## src/rtl/pool_layer_scheduler.sv

```systemverilog
// rtl/pool_layer_scheduler.sv - sequences the max-pooling engine across the feature maps of one layer pass
// Each map gets a quiet ARM gap, a cal_en window bounded by a watchdog, and a base-address step.
module pool_layer_scheduler #(
    parameter int NUM_MAPS    = 16,
    parameter int MAP_SIZE    = 25,
    parameter int BASE_OFFSET = 0,
    parameter int GAP_CYCLES  = 8,
    parameter int TIMEOUT     = 1023
) (
    input  logic        i_clk,
    input  logic        i_rst_n,
    input  logic        i_start,
    input  logic        i_abort,
    input  logic        i_pool_done,
    output logic        o_cal_en,
    output logic [11:0] o_base_position,
    output logic [3:0]  o_map_idx,
    output logic        o_busy,
    output logic        o_layer_done,
    output logic        o_error
);

    typedef enum logic [2:0] {
        S_IDLE,
        S_ARM,
        S_RUN,
        S_NEXT,
        S_DONE,
        S_ERR
    } state_t;

    localparam int              GAP_W     = (GAP_CYCLES > 1) ? $clog2(GAP_CYCLES) : 1;
    localparam logic [GAP_W-1:0] GAP_LAST = GAP_W'(GAP_CYCLES - 1);
    localparam logic [9:0]      TMO_LAST  = 10'(TIMEOUT - 1);
    localparam logic [3:0]      LAST_MAP  = 4'(NUM_MAPS - 1);
    localparam logic [11:0]     BASE_INIT = 12'(BASE_OFFSET);
    localparam logic [11:0]     MAP_STEP  = 12'(MAP_SIZE);

    state_t           r_state;
    state_t           w_state_nxt;
    logic [GAP_W-1:0] r_gap_cnt;
    logic [9:0]       r_tmo_cnt;
    logic             r_cal_en;
    logic [11:0]      r_base;
    logic [3:0]       r_map_idx;
    logic             r_busy;
    logic             r_layer_done;
    logic             r_error;

    logic w_gap_ok;
    logic w_tmo_hit;
    logic w_last_map;

    // A stale pool_done from the previous map keeps us in ARM even after the gap elapses.
    assign w_gap_ok   = (r_gap_cnt >= GAP_LAST) && !i_pool_done;
    assign w_tmo_hit  = (r_tmo_cnt == TMO_LAST);
    assign w_last_map = (r_map_idx == LAST_MAP);

    always_comb begin
        w_state_nxt = r_state;
        case (r_state)
            S_IDLE: if (i_start) w_state_nxt = S_ARM;
            S_ARM: begin
                if (i_abort)       w_state_nxt = S_IDLE;
                else if (w_gap_ok) w_state_nxt = S_RUN;
            end
            S_RUN: begin
                if (i_abort)          w_state_nxt = S_IDLE;
                else if (i_pool_done) w_state_nxt = S_NEXT;
                else if (w_tmo_hit)   w_state_nxt = S_ERR;
            end
            S_NEXT: begin
                if (i_abort)         w_state_nxt = S_IDLE;
                else if (w_last_map) w_state_nxt = S_DONE;
                else                 w_state_nxt = S_ARM;
            end
            S_DONE:  w_state_nxt = S_IDLE;
            S_ERR:   w_state_nxt = S_IDLE;
            default: w_state_nxt = S_IDLE;
        endcase
    end

    always_ff @(posedge i_clk or negedge i_rst_n) begin
        if (!i_rst_n) begin
            r_state      <= S_IDLE;
            r_gap_cnt    <= '0;
            r_tmo_cnt    <= '0;
            r_cal_en     <= 1'b0;
            r_base       <= '0;
            r_map_idx    <= '0;
            r_busy       <= 1'b0;
            r_layer_done <= 1'b0;
            r_error      <= 1'b0;
        end else begin
            r_state      <= w_state_nxt;
            r_layer_done <= 1'b0;
            case (r_state)
                S_IDLE: begin
                    if (i_start) begin
                        r_map_idx <= '0;
                        r_base    <= BASE_INIT;
                        r_busy    <= 1'b1;
                        r_error   <= 1'b0;
                        r_gap_cnt <= '0;
                    end
                end
                S_ARM: begin
                    if (i_abort) begin
                        r_busy <= 1'b0;
                    end else if (w_gap_ok) begin
                        r_cal_en  <= 1'b1;
                        r_tmo_cnt <= '0;
                    end else if (r_gap_cnt < GAP_LAST) begin
                        r_gap_cnt <= r_gap_cnt + 1'b1;
                    end
                end
                S_RUN: begin
                    if (i_abort) begin
                        r_cal_en <= 1'b0;
                        r_busy   <= 1'b0;
                    end else if (i_pool_done) begin
                        r_cal_en <= 1'b0;
                    end else if (w_tmo_hit) begin
                        r_cal_en <= 1'b0;
                        r_error  <= 1'b1;
                    end else begin
                        r_tmo_cnt <= r_tmo_cnt + 1'b1;
                    end
                end
                S_NEXT: begin
                    if (i_abort) begin
                        r_busy <= 1'b0;
                    end else if (w_last_map) begin
                        r_layer_done <= 1'b1;
                    end else begin
                        r_map_idx <= r_map_idx + 1'b1;
                        r_base    <= r_base + MAP_STEP;
                        r_gap_cnt <= '0;
                    end
                end
                S_DONE: r_busy <= 1'b0;
                S_ERR: begin
                    r_busy   <= 1'b0;
                    r_cal_en <= 1'b0;
                end
                default: begin
                    r_busy   <= 1'b0;
                    r_cal_en <= 1'b0;
                end
            endcase
        end
    end

    assign o_cal_en        = r_cal_en;
    assign o_base_position = r_base;
    assign o_map_idx       = r_map_idx;
    assign o_busy          = r_busy;
    assign o_layer_done    = r_layer_done;
    assign o_error         = r_error;

endmodule
```

## config.mk

```make
export PLATFORM = sky130hd
export DESIGN_NAME = pool_layer_scheduler
export DESIGN_NICKNAME = d
export VERILOG_FILES = /design/src/rtl/pool_layer_scheduler.sv
export SDC_FILE = /design/constraint.sdc
export NUM_CORES = 1
export LEC_CHECK = 0
export CORE_ASPECT_RATIO = 1.25
export CORE_MARGIN = 1.5
export CORE_UTILIZATION = 50
export DETAILED_ROUTE_END_ITERATION = 8
export PLACE_DENSITY = 0.8
export SYNTH_ARGS = -nofsm -noshare
export SYNTH_HDL_FRONTEND = slang
export SYNTH_SLANG_ARGS = --single-unit
export TNS_END_PERCENT = 20
```

## constraint.sdc

```tcl
create_clock -name i_clk -period 4.85 [get_ports i_clk]
set_clock_uncertainty 0.1 [all_clocks]
set_input_delay 0.97 -clock i_clk [delete_from_list [all_inputs] [get_ports i_clk]]
set_output_delay 0.97 -clock i_clk [all_outputs]
set_load 0.1 [all_outputs]
```

## Yosys cells after proc, flatten, opt, wreduce, memory -nomap -nowiden

Index checks and enable logic that the tools add are counted.

- Bitwise gates (word level): 1
- Magnitude comparators: 2
- Reductions and logical operators: 16
- $add $sub $neg: 4
- Multiplexer cells: 47
- Equal/unequal tests: 20

Operator list:

| cell | number |
|---|---|
| 10-bit 2-to-1 mux | 5 |
| 3-bit 2-to-1 mux | 14 |
| 12-bit 2-to-1 mux | 3 |
| 12-bit case mux with 2 select lines | 1 |
| 2-bit inequality test, second input constant | 11 |
| 10-bit case mux with 2 select lines | 1 |
| 1-bit 2-to-1 mux | 14 |
| 12-bit by 5-bit adder with 12-bit output, second input constant | 1 |
| 4-bit 2-to-1 mux | 3 |
| 3-bit case mux with 4 select lines | 1 |
| 10-bit by 1-bit adder with 10-bit output, second input constant | 1 |
| 10-bit == test, second input constant | 1 |
| 3-bit case mux with 3 select lines | 1 |
| 4-bit case mux with 2 select lines | 1 |
| 4-bit AND reduction | 2 |
| 7-bit AND reduction | 1 |
| 3-bit by 2-bit == test with 1-bit output, second input constant | 2 |
| 6-bit AND reduction | 1 |
| 2-bit nonzero test | 3 |
| 3-bit OR reduction | 2 |
| 5-bit AND reduction | 1 |
| 4-bit by 1-bit adder with 4-bit output, second input constant | 1 |
| 4-bit == test, second input constant | 1 |
| 4-bit inequality test, second input constant | 1 |
| other kinds (16) | 17 |

- Logic and storage cells: 99
- Input bits: 5
- Output and inout port bits: 20
- Register bits after elaboration: 36

## Longest topological paths before layout

- Depth in word-level cells: 5
- Mapped depth: 7
- Mapped depth without buffers: 6

## Worst setup path after synthesis

Ideal clock, no wire load.

- Path type: register to register
- From: register r_map_idx[0], in the netlist o_map_idx[0]
- To: register r_base[6], in the netlist o_base_position[6]
- Arrival time: 2.250 ns
- Path buffers: 1
- Clock period less this slack: 2.451 ns
- Setup slack: 2.399 ns
- Stages on the path, launching flop included: 7
- Data required time: 4.649 ns
- Cells stage by stage: dfrtp_1 ha_1 nand3_1 a21oi_2 clkbuf_1 o31ai_1 o31ai_1

- Longest elaborated chain between the ends: 3

Ends and longest elaborated chain:

| element | RTL line | source |
|---|---|---|
| start, declared | 45 | `logic [3:0] r_map_idx;` |
| start signal, assigned | 136 | `r_map_idx <= r_map_idx + 1'b1;` |
| 4-bit == test | 57 | `assign w_last_map = (r_map_idx == LAST_MAP);` |
| 2-bit inequality test (no source line) | n/a |  |
| 4-bit AND reduction (no source line) | n/a |  |
| end signal, assigned | 137 | `r_base <= r_base + MAP_STEP;` |
| end, declared | 44 | `logic [11:0] r_base;` |

No other way between the ends.
A chain may end at the register's enable or synchronous reset.

## Final worst setup path

- From: register r_map_idx[3], in the netlist o_map_idx[3]
- To: output o_map_idx[3]

RTL lines:

| element | RTL line | source |
|---|---|---|
| end, declared | 17 | `output logic [3:0] o_map_idx,` |

No word-level cell between the ends.

==> results.yml <==
floorplanning:
  rows: 26
  pin_count: 25
  start_util: 0.520
  dieWidth_um: 61.2
  core_area_sq_mm: 0.00407
  die_h_um: 75.7
  dieArea_sq_mm: 0.00463
timing:
  fin_setup_tns_ns: 0
  hold_violations: 0
  period_share: 0.614
  fmax_mhz: 336
  fin_crit_ns: 2.98
  final_max_slew_viol_count: 0
  rsz0062_at_grt: "no"
  worst_pin_slew_ns: 0.973
  setup-violations-final: 0
  slew-limit-headroom: 0.349
clocking:
  cts_setup_buffers: 0
  cts_max_level: 2
  cts_root_buf: "clkbuf_8"
  cts_sinks: 36
  clk_latency_ns: 0.29
  clk_pin_slew_ns: 0.07
  tritoncts: "built"
  ctsResizeCount: 0
  cts_buffer_depth: 2
  numCtsBuffers: 5
  cts_hold_buf: 0
hold_path:
  min_path_type: "reg -> reg"
  worstHoldStart: "o_error"
  holdPathStages: 2
  min_to: "o_error"
cells_and_area:
  multi_input_area_sq_mm: 0.00113
  drive_above_1_share: 0.0850
  area_growth_pct: 17.1
  seqCellArea_sq_um: 901
  fillers: 359
  n_antenna_cell: 0
  nets: 258
  fin_cells: 303
setup_path:
  reg2regPathDepth: 4
  worstSetupEndpointType: "primary output"
  worst-path-buf-inv: 1
  critical_path_required_ns: 3.78
  timing.rr.end: "o_base_position[11]"
  cp.arrival_ns: 1.91
  worstPathMaxFanout: 5
  cp_slowest_cell: "clkdlybuf4s50_1"
  path_class: "reg -> out"
  cp_cell_sequence: "clkdlybuf4s50_1"
  start_kind: "flip-flop"
  rrSetupSlack_ns: 2.59
  max_stage_delay_ns: 1.17
  path_delay_family: "buffers and inverters"
  timing.rr.start: "r_state[0]"
yosys:
  synthFlopType: "dfrtp_1"
  yosysTopAreaCellShare: 0.426
  async_flop_share: 1.00
  yosysUniqueCellTypes: 47
  synthTopCellsByCount: "dfrtp_1, nand2_1, nor2_1"
  yosysMostFrequentCell: "dfrtp_1"
  yosysSeqAreaShare: 0.426
  syn_nets: 236
  synth_seq_cells: 36
  synth_edf_count: 0
  ys_warn_count: 0
  synthCells: 225
  syn_area_sq_mm: 0.00211
  synth.avg_cell_area_sq_um: 9.40
  ys_top_cells_by_area: "dfrtp_1, nand2_1, o31ai_1"
  yosysTopAreaCell: "dfrtp_1"
drt:
  viasPerCell: 5.92
  dr.pass1.iters: 4
  wirelength_mm: 4.59
  drc: 0
  ant_nets: 0
  vias: 1793
  drtIter0Drc: 122
  wl_per_cell_um: 15.2
place:
  globalplace.congestion: 0.809
  placedCellCount: 296
  io_buffers: 24
  place_hpwl_mm: 3.31
global_route:
  antenna_found_initial: 0
  grtUsageTotal: 0.230
  grt_pass1_vias: 1748
  grt_overflow: 0
  grt_max_degree: 37
  grt_pass1_wl_mm: 7.91
status:
  outcome: "finished, final reports clean"
power_and_ir_drop:
  leakage_uw: 0.00105
  ir_drop_uv: 225
  p_per_area_mw_per_mm2: 300
run:
  drv_cap: 0
==> logic make-up (layout without fill, tap and decap cells) <==
logic type,Yosys count,count (layout),share of synthesized area
and+or+nand+nor,97,97,0.256
buffers and inverters,17,39,0.0373
muxes,8,8,0.0396
adders and majority gates,6,6,0.0355
AOI/OAI and AO/OA,61,61,0.206
DFF,36,36,0.426
==> per-layer routing <==
metal,part of all wire,global-route usage,vias up
met5,0,0,-
met3,0.029,0.0560,6
met2,0.54,0.404,32
li1,-,-,876
met1,0.42,0.266,879
met4,0.014,0.0894,0
==> cell usage in the layout (no fill, tap or decap), drive strengths merged, types with 2 or more instances in the layout <==
cell / instances
nand4: 4
ha: 6
o41ai: 2
and3: 2
clkdlybuf4s50: 24
dfrtp: 36
inv: 7
o22a: 6
nand3: 8
a211o: 6
nand2: 26
a21o: 3
o21ai: 15
nor2: 13
and2: 3
o31ai: 11
nor3b: 3
o22ai: 2
nor4: 7
or3b: 3
or2: 3
clkbuf: 7
a21oi: 7
mux2i: 5
mux2: 3
nor3: 10
nand2b: 8
nand3b: 2
nor2b: 3
==> cell type report <==
class / instances / share of cell area
Clock buffer: 7 / 0.0389
Inverter: 7 / 0.0106
Multi-Input combinational cell: 172 / 0.458
Sequential cell: 36 / 0.364
Tap cell: 56 / 0.0283
Timing Repair Buffer: 25 / 0.100
==> tightest hold or removal path, delay by kind of cell (launching register included) <==
family             cells  cell delay (ns)
DFF                    1             0.35
and+or+nand+nor        1             0.08
AOI/OAI and AO/OA      1             0.04
==> through the flow <==
step / hold WS, ns / instance area, sq um / power [uW] / util / setup WS, ns
after detailed placement: 0.399 / 2380 / 520 / 0.585 / 1.73
after global placement: 0.396 / 2380 / 516 / 0.585 / 1.80
after CTS: 0.413 / 2480 / 749 / 0.609 / 1.86
final: 0.405 / 2480 / 743 / 0.609 / 1.87
after global routing: 0.462 / 2480 / 783 / 0.609 / 1.80
after floorplan: 0.404 / 2110 / 478 / - / 2.40
==> flip-flops by register name (all words and copies together) (netlist names) <==
| name | flops |
|---|---|
| r_tmo_cnt | 10 |
| o_error | 1 |
| o_base_position | 12 |
| o_busy | 1 |
| r_state | 3 |
| o_cal_en | 1 |
| r_gap_cnt | 3 |
| o_map_idx | 4 |
| o_layer_done | 1 |
==> how the worst max path moves through the flow <==
stage / from / end / slack, ns / cells past startpoint
final: o_map_idx[3] / o_map_idx[3] / 1.87 / 1
after global routing: o_base_position[0] / o_base_position[0] / 1.80 / 1
after CTS: o_base_position[0] / o_base_position[0] / 1.86 / 1
after detailed placement: i_abort / r_tmo_cnt[1] / 1.73 / 5
after global placement: i_abort / r_tmo_cnt[1] / 1.80 / 5
after floorplan: o_map_idx[0] / o_base_position[6] / 2.40 / 6
==> report_power, final <==
part           leakage [uW]  switching, uW  internal, uW
combinational      0.000507            116          53.2
sequential         0.000494           23.8           319
clock             0.0000503            104           126
total               0.00105            244           499
Note: power is estimated with default switching activity, not from simulation.
